$ cat src/rtl/fetch_stage_if.sv
// Fetch-stage bus: instruction-memory handshake, hazard/redirect inputs and IF/ID outputs.
interface fetch_stage_if;
    logic        stall;
    logic        redirect;
    logic [31:0] redirect_target;
    logic        imem_req;
    logic [31:0] imem_addr;
    logic        imem_ready;
    logic [31:0] imem_rdata;
    logic [31:0] ir_d;
    logic [31:0] pc_d;
    logic [31:0] pc8_d;
    logic        valid_d;

    modport master (
        input  stall, redirect, redirect_target, imem_ready, imem_rdata,
        output imem_req, imem_addr, ir_d, pc_d, pc8_d, valid_d
    );

    modport slave (
        output stall, redirect, redirect_target, imem_ready, imem_rdata,
        input  imem_req, imem_addr, ir_d, pc_d, pc8_d, valid_d
    );
endinterface

$ cat src/rtl/fetch_stage.sv
// Instruction fetch with one-entry skid buffer, delayed-branch redirect and IF/ID register.
module fetch_stage #(
    parameter logic [31:0] RESET_PC = 32'h0000_3000
) (
    input logic          clk,
    input logic          reset,
    fetch_stage_if.master bus
);
    typedef enum logic [0:0] {StFetch, StHold} state_e;

    state_e      r_state, w_state_nxt;
    logic [31:0] r_pc, w_pc_nxt;
    logic [31:0] r_skid_ir, w_skid_ir_nxt;
    logic [31:0] r_skid_pc, w_skid_pc_nxt;
    logic        r_pend, w_pend_nxt;
    logic [31:0] r_pend_tgt, w_pend_tgt_nxt;
    logic [31:0] r_ir, w_ir_nxt;
    logic [31:0] r_pc_d, w_pc_d_nxt;
    logic [31:0] r_pc8, w_pc8_nxt;
    logic        r_valid, w_valid_nxt;

    logic        w_req;
    logic        w_done;
    logic        w_redir;
    logic [31:0] w_tgt;
    logic [31:0] w_next_addr;

    assign w_req   = reset && (r_state == StFetch);
    assign w_done  = w_req && bus.imem_ready;
    // Redirect from decode only counts when decode is actually advancing.
    assign w_redir = bus.redirect && !bus.stall;
    assign w_tgt   = {bus.redirect_target[31:2], 2'b00};

    always_comb begin
        if (w_redir) begin
            w_next_addr = w_tgt;
        end else if (r_pend) begin
            w_next_addr = r_pend_tgt;
        end else begin
            w_next_addr = r_pc + 32'd4;
        end
    end

    always_comb begin
        w_state_nxt    = r_state;
        w_pc_nxt       = r_pc;
        w_skid_ir_nxt  = r_skid_ir;
        w_skid_pc_nxt  = r_skid_pc;
        w_pend_nxt     = r_pend;
        w_pend_tgt_nxt = r_pend_tgt;
        w_ir_nxt       = r_ir;
        w_pc_d_nxt     = r_pc_d;
        w_pc8_nxt      = r_pc8;
        w_valid_nxt    = r_valid;

        if (w_done) begin
            w_pc_nxt   = w_next_addr;
            w_pend_nxt = 1'b0;
        end else if (w_redir) begin
            w_pend_nxt     = 1'b1;
            w_pend_tgt_nxt = w_tgt;
        end

        unique case (r_state)
            StFetch: begin
                if (w_done && !bus.stall) begin
                    w_ir_nxt    = bus.imem_rdata;
                    w_pc_d_nxt  = r_pc;
                    w_pc8_nxt   = r_pc + 32'd8;
                    w_valid_nxt = 1'b1;
                end else if (w_done) begin
                    w_skid_ir_nxt = bus.imem_rdata;
                    w_skid_pc_nxt = r_pc;
                    w_state_nxt   = StHold;
                end else if (!bus.stall) begin
                    w_ir_nxt    = 32'd0;
                    w_valid_nxt = 1'b0;
                end
            end
            StHold: begin
                if (!bus.stall) begin
                    w_ir_nxt    = r_skid_ir;
                    w_pc_d_nxt  = r_skid_pc;
                    w_pc8_nxt   = r_skid_pc + 32'd8;
                    w_valid_nxt = 1'b1;
                    w_state_nxt = StFetch;
                end
            end
            default: w_state_nxt = StFetch;
        endcase
    end

    always_ff @(posedge clk or negedge reset) begin
        if (!reset) begin
            r_state    <= StFetch;
            r_pc       <= RESET_PC;
            r_skid_ir  <= 32'd0;
            r_skid_pc  <= 32'd0;
            r_pend     <= 1'b0;
            r_pend_tgt <= 32'd0;
            r_ir       <= 32'd0;
            r_pc_d     <= 32'd0;
            r_pc8      <= 32'd0;
            r_valid    <= 1'b0;
        end else begin
            r_state    <= w_state_nxt;
            r_pc       <= w_pc_nxt;
            r_skid_ir  <= w_skid_ir_nxt;
            r_skid_pc  <= w_skid_pc_nxt;
            r_pend     <= w_pend_nxt;
            r_pend_tgt <= w_pend_tgt_nxt;
            r_ir       <= w_ir_nxt;
            r_pc_d     <= w_pc_d_nxt;
            r_pc8      <= w_pc8_nxt;
            r_valid    <= w_valid_nxt;
        end
    end

    assign bus.imem_req  = w_req;
    assign bus.imem_addr = r_pc;
    assign bus.ir_d      = r_ir;
    assign bus.pc_d      = r_pc_d;
    assign bus.pc8_d     = r_pc8;
    assign bus.valid_d   = r_valid;
endmodule

$ cat src/flat_wrapper.sv
// flat-port wrapper written by rule: the top's interface ports become plain ports
module fetch_stage_flat 
#(
    parameter logic [31:0] RESET_PC = 32'h0000_3000
)
  (clk, reset, bus_stall, bus_redirect, bus_redirect_target, bus_imem_ready, bus_imem_rdata, bus_imem_req, bus_imem_addr, bus_ir_d, bus_pc_d, bus_pc8_d, bus_valid_d);
  fetch_stage_if bus_i ();
  input logic clk;
  input logic reset;
  input wire logic [$bits(bus_i.stall)-1:0] bus_stall;
  input wire logic [$bits(bus_i.redirect)-1:0] bus_redirect;
  input wire logic [$bits(bus_i.redirect_target)-1:0] bus_redirect_target;
  input wire logic [$bits(bus_i.imem_ready)-1:0] bus_imem_ready;
  input wire logic [$bits(bus_i.imem_rdata)-1:0] bus_imem_rdata;
  output wire logic [$bits(bus_i.imem_req)-1:0] bus_imem_req;
  output wire logic [$bits(bus_i.imem_addr)-1:0] bus_imem_addr;
  output wire logic [$bits(bus_i.ir_d)-1:0] bus_ir_d;
  output wire logic [$bits(bus_i.pc_d)-1:0] bus_pc_d;
  output wire logic [$bits(bus_i.pc8_d)-1:0] bus_pc8_d;
  output wire logic [$bits(bus_i.valid_d)-1:0] bus_valid_d;
  assign bus_i.stall = bus_stall;
  assign bus_i.redirect = bus_redirect;
  assign bus_i.redirect_target = bus_redirect_target;
  assign bus_i.imem_ready = bus_imem_ready;
  assign bus_i.imem_rdata = bus_imem_rdata;
  assign bus_imem_req = bus_i.imem_req;
  assign bus_imem_addr = bus_i.imem_addr;
  assign bus_ir_d = bus_i.ir_d;
  assign bus_pc_d = bus_i.pc_d;
  assign bus_pc8_d = bus_i.pc8_d;
  assign bus_valid_d = bus_i.valid_d;
  fetch_stage #(.RESET_PC(RESET_PC)) u_core (.clk(clk), .reset(reset), .bus(bus_i));
endmodule
$ cat config.mk
export PLATFORM = sky130hd
export DESIGN_NAME = fetch_stage_flat
export DESIGN_NICKNAME = d
export VERILOG_FILES = /design/src/rtl/fetch_stage_if.sv /design/src/rtl/fetch_stage.sv /design/src/flat_wrapper.sv
export SDC_FILE = /design/constraint.sdc
export NUM_CORES = 1
export LEC_CHECK = 0
export BUFFER_PORTS_ARGS = -buffer_cell sky130_fd_sc_hd__buf_2
export CAP_MARGIN = 20
export CORE_MARGIN = 2
export CORE_UTILIZATION = 52
export CTS_BUF_LIST = sky130_fd_sc_hd__clkbuf_8
export DETAILED_ROUTE_END_ITERATION = 8
export HOLD_SLACK_MARGIN = 0.15
export PLACE_DENSITY_LB_ADDON = 0.3
export SKIP_CTS_REPAIR_TIMING = 1
export SYNTH_ARGS = -nofsm -noshare
export SYNTH_HDL_FRONTEND = slang
export SYNTH_SLANG_ARGS = --single-unit
$ cat constraint.sdc
create_clock -name clk -period 2.2 [get_ports clk]
set_input_delay 0.44 -clock clk [delete_from_list [all_inputs] [get_ports clk]]
set_output_delay 0.44 -clock clk [all_outputs]
set_load 0.05 [all_outputs]
## Word-level counts from Yosys, hierarchy flattened

Cells that the tools add are included.

| storage, ports and cells | value |
|---|---|
| register bits | 225 |
| output and inout port bits | 130 |
| word-level logic and storage cells | 54 |

| operators by class | value |
|---|---|
| add/sub/neg operators | 3 |
| eq/ne operators | 4 |
| mux-type cells | 24 |
| bitwise gates (word level) | 3 |
| reductions and logical operators | 10 |

Operator list:

| cell | count |
|---|---|
| $mux 32 | 10 |
| $pmux 32 s2 | 3 |
| $add 32x4->32 const B | 2 |
| $add 32x3->32 const B | 1 |
| $mux 1 | 9 |
| $ne 3x3->1 const B | 2 |
| $reduce_and 3->1 | 2 |
| $logic_and 1x1->1 | 4 |
| $ne 2x2->1 const B | 2 |
| $pmux 1 s2 | 2 |
| $reduce_and 2->1 | 2 |
| $not 1->1 | 3 |
| $reduce_bool 2->1 | 1 |
| $logic_not 1->1 | 1 |

## Logic depth before layout (Yosys ltp)

Gate-level depths: netlist of run 1.

| depth | value |
|---|---|
| word-level depth | 6 |
| depth in mapped cells | 11 |

## Worst setup path after synthesis of run 1

No wires, ideal clock.

| timing | value |
|---|---|
| path kind | reg2out |
| start | register u_core.r_state |
| end | output port bus_imem_req |
| data arrival time | 2.146 ns |
| setup slack | -0.386 ns |
| cell stages (with the launch flop) | 9 |
| path buffers | 7 |
| cells stage by stage | dfrtp_1 -> buf_6 -> buf_8 -> buf_6 -> buf_4 -> buf_2 -> buf_2 -> buf_2 -> nor2b_1 |

| between the ends | value |
|---|---|
| longest elaborated chain between the ends | 2 |

Ends and longest elaborated chain:

| element | RTL line | RTL |
|---|---|---|
| from (decl) | fetch_stage.sv:11 | `state_e r_state, w_state_nxt;` |
| from (signal assigned) | fetch_stage.sv:95 | `r_state <= StFetch;` |
| from (signal assigned) | fetch_stage.sv:106 | `r_state <= w_state_nxt;` |
| $not 1->1 (no source line) | n/a |  |
| $logic_and 1x1->1 | fetch_stage.sv:28 | `assign w_req = reset && (r_state == StFetch);` |
| to (decl) | flat_wrapper.sv:15 | `output wire logic [$bits(bus_i.imem_req)-1:0] bus_imem_req;` |

No other way between the ends.

## Worst setup path after layout of run 1

| timing | value |
|---|---|
| start | register u_core.r_state |
| end | register u_core.r_pc8[27] (netlist: u_core.bus.pc8_d[27]) |

| between the ends | value |
|---|---|
| longest elaborated chain between the ends | 6 |

Ends and longest elaborated chain:

| element | RTL line | RTL |
|---|---|---|
| $not 1->1 (no source line) | n/a |  |
| $logic_and 1x1->1 | fetch_stage.sv:28 |  |
| $logic_and 1x1->1 | fetch_stage.sv:29 | `assign w_done = w_req && bus.imem_ready;` |
| $logic_and 1x1->1 | fetch_stage.sv:66 | `if (w_done && !bus.stall) begin` |
| $ne 2x2->1 (no source line) | n/a |  |
| $reduce_and 2->1 (no source line) | n/a |  |
| to (signal assigned) | fetch_stage.sv:114 | `r_pc8 <= w_pc8_nxt;` |
| to (decl) | fetch_stage.sv:19 | `logic [31:0] r_pc8, w_pc8_nxt;` |

Several ways; a longest one is shown, not always the timed one.
A chain may end at the register's enable or synchronous reset.

==> reports/qor.yml, run 1 <==
holdWs_ns: 0.173
detail-route-antenna-nets: 0
io_buffers: 190
syn_avg_cell_area_sq_um: 10.4
synth_cell_type_count: 67
cpPeakStageDelay_ns: 0.56
grt_pass1_vias: 8260
synth_top_area_frac: 0.513
fin_ws_ns: -0.0465
critical_path.cell_chain: "mux2i_2, inv_1, ha_1, inv_2, a211oi_4, nand4_2, buf_4, o31a_1, o31ai_1"
drc: 0
slew_viol_final: 0
synth_edf_count: 0
layout.area.seq_sq_um: 5430
critPathTopFamily: "compound AO/OA/AOI/OAI gates"
dp_cells: 1447
hpwl_mm: 18.8
fin_skew_ns: 0.0200
violations: "setup timing"
first_iter_violations: 509
multi_input_area_sq_um: 4660
synth-async-reset-ratio: 1.00
dr.pass1.iters: 5
synth_top_cell_by_area: "dfrtp_1"
die_h_um: 146
power_mw: 14.7
netlist_instances: 1001
final_util: 0.654
cap_violations: 0
fin_crit_sh: 1.02
grt_usage: 0.251
clk_pin_slew_ns: 0.06
cts_tree: "done"
synth_area_sq_um: 10400
n_fill_cell: 1602
arrival_ns: 2.67
outcome: "finished, violations left"
cts_buffers: 38
yosysSeqAreaShare: 0.518
finalSetupViolations: 5
grt_overflow_total: 0
ys_ff_latch: 216
ys.flop_type: "dfrtp_1"
coreArea_sq_um: 19600
netlist_top_cells_count: "214 x dfrtp_1, 149 x nand2_1, 103 x o21ai_0"
cts_htree_levels: 2
max-vdd-ir-drop_v: 0.000574
clk_path_buf_depth: 3
area_delta_synth_final_pct: 22.6
hold_viol: 0
fin_cells: 1518
vias: 8512
drive_above_1_share: 0.360
critical_path_required_ns: 2.62
rows: 51
critPathBufInv: 3
yosysWarnings: 0
vias_per_cell: 5.61
hold_path.class: "primary input to register"
relSlewSlack: 0.534
io_pins: 199
hold_depth: 2
crit_type: "register to register"
place_congestion: 0.881
yosysMostFrequentCell: "dfrtp_1"
drt-total-wl_mm: 26.6
worst_slew_pin_slew_ns: 0.699
dieArea_sq_um: 21200
die_w_um: 146
start_kind: "register"
netlist_top_cells_area: "dfrtp_1 51%, mux2_2 9.7%, nand2_1 5.4%, o21ai_0 4.9%, mux2i_1 3.0%"
pre_cts_ws_ns: -0.0572
grt_setup_unrepaired: "true"
cpMaxStageDelayCell: "dfrtp_4"
p_per_area_nw_per_um2: 1150
initial_core_util: 0.533
clock_latency_ns: 0.52
antenna_found_initial: 1
grt_pass1_wl_mm: 43.7
worstPathMaxFanout: 8
p_leak_nw: 5.94
cts-root-buf: "clkbuf_8"
cts_sinks: 216
reg2regPathDepth: 9
cp-end-kind: "register"
max_freq_ghz: 0.445
min_period_ns: 2.25
grt_max_degree: 129
wl_per_cell_um: 17.5
cp.depth: 9
nNetsFinal: 1297
## path summary, 6_finish.rpt
path | from | to | slack (ns)
min in group asynchronous | reset | u_core.r_skid_pc[16]$_DFFE_PN0P_ | 0.48
min | bus_imem_rdata[13] | u_core.r_skid_ir[13]$_DFFE_PN0P_ | 0.17
max | u_core.r_state$_DFF_PN0_ | u_core.bus.pc8_d[27]$_DFFE_PN0P_ | -0.05
min reg2reg | u_core.bus.pc_d[25]$_DFFE_PN0P_ | u_core.bus.pc_d[25]$_DFFE_PN0P_ | 0.47
max in group asynchronous | reset | u_core.bus.pc8_d[7]$_DFFE_PN0P_ | 0.63
max reg2reg | u_core.r_state$_DFF_PN0_ | u_core.bus.pc8_d[27]$_DFFE_PN0P_ | -0.05
## cell families (layout without fill, tap and decap cells)
kind of cell             Yosys count  in the layout  synth area share
multiplexers                     121            121             0.127
other                              1              7          0.000359
AO/OA/AOI/OAI                    248            248             0.147
adder cells (fa/ha/maj)            2              2           0.00240
flip-flops                       216            216             0.518
AND/OR/NAND/NOR                  287            287             0.137
XOR/XNOR                          31             31            0.0260
buffers and inverters             95            341            0.0428
## metal layers
layer	vias to the layer above	wire length, um	track usage
met5	-	0	0
met4	0	606	0.0735
met3	48	1690	0.0542
met2	283	11900	0.377
met1	4152	12400	0.370
li1	4029	-	-
## power by group
group	internal [mW]	switching, mW	leakage [nW]
Sequential	5.00	0.880	2.66
Combinational	1.61	3.65	2.85
Clock	1.95	1.59	0.432
Total	8.56	6.13	5.94
## cell type report
type / count / share of cell area
antenna: 1 / 0.000195
clock buffer: 48 / 0.0516
clock inverter: 18 / 0.00586
inverter: 10 / 0.00293
multi-input combinational: 695 / 0.364
sequential: 216 / 0.424
tap: 265 / 0.0259
timing repair buffer: 265 / 0.126
## worst reg2reg max path: cells and delay by family (launching register included)
family          cells  cell delay, ns
flops               1            0.56
simple gates        1            0.13
mux                 1            0.21
buf+inv             3            0.34
fa+ha+maj           1            0.17
compound gates      3            0.74
## cells in the final DEF, fill, tap and decap left out, types with 6 or more instances in the layout
master,n
dfrtp_1,201
buf_2,188
nand2_1,148
o21ai_0,102
mux2_2,90
buf_4,64
clkbuf_8,48
a21oi_1,41
a22oi_1,36
nand3_1,36
mux2i_1,29
inv_1,23
nor2_1,23
xnor2_1,18
xor2_1,13
dfrtp_2,12
o31ai_1,10
o21ai_1,10
nor3_1,9
nand4_1,8
nor4_1,8
o21a_1,8
and3_1,8
o31a_1,6
o211ai_1,6
conb_1,6
## sequential cells by signal, summed over array words and instances (netlist names)
signal,cells
u_core.bus.ir_d,32
u_core.r_skid_ir,32
u_core.bus.imem_addr,30
u_core.bus.pc8_d,30
u_core.r_pend_tgt,30
u_core.r_skid_pc,30
u_core.bus.pc_d,29
u_core.bus.valid_d,1
u_core.r_pend,1
u_core.r_state,1
## per-stage QoR
stage | setup TNS (ns) | area [sq um]
3_3_place_gp | -0.0151 | 12000
5_1_grt | -1.05 | 12800
3_5_place_dp | -0.178 | 12000
6_report | -0.102 | 12800
4_1_cts | -0.339 | 12700
2_1_floorplan | -0.0709 | 10500
(Power assumes the default switching activity.)
==> run 2, diff against run 1 <==
Settings changed: ABC_AREA from default to 1.
==> run 2 against run 1 <==
  * The run ends with hold timing left
  * Final cell count is 22% higher
  * Register-to-register slack better by 0.22 ns
  * Maximum frequency is 6.2% higher
  * Count of clock-buffer cells in the layout is 1 higher
  * Non-clock buffer count is 23 lower
  * First-iteration DRC count is 57% higher
  * Critical path type is now register to output pin
==> reports/qor.yml, run 2 <==
io_buffers: 190  # unchanged
yosysWarnings: 0  # unchanged
dr.pass1.iters: 5  # unchanged
place_congestion: 0.935  # +6.1%
fin_tns_setup_ns: 0  # +0.102 ns
finalSetupViolations: 0  # -5
worstPathMaxFanout: 12  # +4
p_leak_nw: 6.52  # +9.9%
synth_top_area_frac: 0.491  # -0.0214
max_freq_ghz: 0.473  # +6.2%
grtUsageMet3: 0.0474  # -0.00683
cpPeakStageDelay_ns: 0.50  # -0.06 ns
synth_area_sq_um: 10900  # +4.4%
antenna_found_initial: 0  # -1
die_w_um: 149  # +2.1%
clock_latency_ns: 0.53  # about the same
synth-async-reset-ratio: 1.00  # unchanged
drive_above_1_share: 0.246  # -0.114
grt_setup_unrepaired: "false"
yosysSeqAreaShare: 0.496  # -0.0216
fin_cells: 1849  # +22%
coreArea_sq_um: 20400  # +4.3%
rows: 52  # +2.0%
clk_path_buf_depth: 3  # unchanged
vias_per_cell: 5.32  # -5.1%
nNetsFinal: 1625  # +25%
grt_pass1_vias: 9148  # +11%
grt.met1_usage: 0.381  # +0.0112
synth_edf_count: 0  # unchanged
cts_sinks: 216  # unchanged
cts_htree_levels: 2  # unchanged
yosysMostFrequentCell: "nand2_1"
ys.flop_type: "dfrtp_1"
outcome: "finished, violations left"
dieArea_sq_um: 22100  # +4.2%
netlist_instances: 1337  # +34%
cts_buffers: 38  # unchanged
synth_cell_type_count: 42  # -37%
hold_path.class: "primary input to asynchronous set/reset pin"
cts_tree: "done"
cp-end-kind: "output pin"
holdWs_ns: -0.00432  # -0.177 ns
dp_cells: 1771  # +22%
ys_ff_latch: 216  # unchanged
relSlewSlack: 0.300  # -0.234
hold_viol: 1  # +1
drt-total-wl_mm: 29.1  # +9.4%
cap_violations: 0  # unchanged
fin_skew_ns: 0.0141  # -0.00592 ns
initial_core_util: 0.534  # about the same
worst_slew_pin_slew_ns: 1.05  # +0.352 ns
busiest_layer: "met2"
start_kind: "register"
hpwl_mm: 20.4  # +8.6%
netlist_top_cells_count: "380 x nand2_1, 214 x dfrtp_1, 143 x nor2_1"
area_delta_synth_final_pct: 20.2
crit_type: "register to output pin"
grt_pass1_wl_mm: 46.0  # +5.3%
io_pins: 199  # unchanged
diodes: 0  # -1
grt_use_met2: 0.391  # +0.0141
clk_pin_slew_ns: 0.06  # about the same
n_fill_cell: 1775  # +11%
p_per_area_nw_per_um2: 1100  # -3.7%
slew_viol_final: 0  # unchanged
cpMaxStageDelayCell: "dfrtp_2"
first_iter_violations: 797  # +57%
drc: 0  # unchanged
layout_common_cells: "380 x nand2_1, 213 x dfrtp_1, 188 x buf_2"
layout_commonest_cell: "nand2_1"
critical_path.cell_chain: "buf_4, nor2_2, clkbuf_4"
final_util: 0.641  # -0.0122
arrival_ns: 1.68  # -0.99 ns
cts-root-buf: "clkbuf_8"
critical_path_required_ns: 1.76  # -0.86 ns
vias: 9838  # +16%
netlist_top_cells_area: "dfrtp_1 49%, nand2_1 13%, mux2_2 5.7%, nor2_1 4.9%, a21oi_1 4.5%"
grt_max_degree: 179  # +39%
fin_crit_sh: 0.962  # -0.0595
grt_overflow_total: 0  # unchanged
violations: "hold timing"
min_period_ns: 2.12  # -0.131 ns
detail-route-antenna-nets: 0  # unchanged
syn_avg_cell_area_sq_um: 8.15  # -22%
wl_per_cell_um: 15.7  # -10%
max-vdd-ir-drop_v: 0.000504  # -12%
synth_top_cell_by_area: "dfrtp_1"
grt_usage: 0.259  # +0.00798
die_h_um: 149  # +2.1%
run 2: final cells by class:
| cell class | instances | area, sq um | area share |
|---|---|---|---|
| clock buffers | 49 | 674 | 0.0515 |
| clock inverters | 16 | 73.8 | 0.00563 |
| inverters | 90 | 340 | 0.0260 |
| multi-input cells | 966 | 4810 | 0.367 |
| flip-flops and latches | 216 | 5410 | 0.413 |
| well taps | 270 | 338 | 0.0258 |
| repair buffers | 242 | 1460 | 0.112 |
run 2: cells by family (layout without fill, tap and decap cells):
group                    after synthesis  count (layout)  share of synthesized area
multiplexers                          55              55                     0.0568
other                                  1               6                   0.000344
adder cells (fa/ha/maj)                2               2                    0.00230
AND/OR/NAND/NOR                      650             650                      0.249
XOR/XNOR                               7               7                    0.00563
flip-flops                           216             216                      0.496
buffers and inverters                160             397                     0.0644
AO/OA/AOI/OAI                        246             246                      0.125
run 2: where the power goes:
group          switching, mW  leakage [nW]  internal [mW]  total (mW)
sequential             0.692          2.59           4.90        5.59
clock                   1.60         0.425           1.99        3.59
combinational           3.88          3.51           1.42        5.30
total                   6.17          6.52           8.31        14.5
run 2: per-stage QoR:
stage	worst slack, ns	area (sq um)	total power, mW
after floorplan	0.157	10900	9.36
after global placement	0.232	12200	10.8
after detailed placement	0.202	12200	10.9
after CTS	0.0421	13000	14.5
after global routing	0.0201	13100	15.3
final	0.0844	13100	14.5
run 2: routing by layer:
layer	part of all wire	vias up
met3	0.076	52
met5	0	-
met4	0.024	0
met1	0.45	4607
met2	0.45	389
li1	-	4790
run 2: worst paths after layout:
path                       depth (start not counted)                           endpoint  slack (ns)                       startpoint
hold reg to reg                                    2    u_core.bus.pc_d[20]$_DFFE_PN0P_        0.47  u_core.bus.pc_d[20]$_DFFE_PN0P_
setup / recovery                                   3                       bus_imem_req        0.08         u_core.r_state$_DFF_PN0_
setup reg to reg                                  11   u_core.bus.pc8_d[27]$_DFFE_PN0P_        0.17         u_core.r_state$_DFF_PN0_
min in group clk                                   3    u_core.bus.ir_d[29]$_DFFE_PN0P_        0.15               bus_imem_rdata[29]
max in group asynchronous                          3   u_core.r_skid_ir[15]$_DFFE_PN0P_        1.09                            reset
hold / removal                                     2  u_core.r_pend_tgt[28]$_DFFE_PN0P_      -0.004                            reset
run 2: critical path: cells and delay by family (launching register included):
kind | cells | cell delay [ns]
flops | 1 | 0.50
buf+inv | 2 | 0.49
simple gates | 1 | 0.15
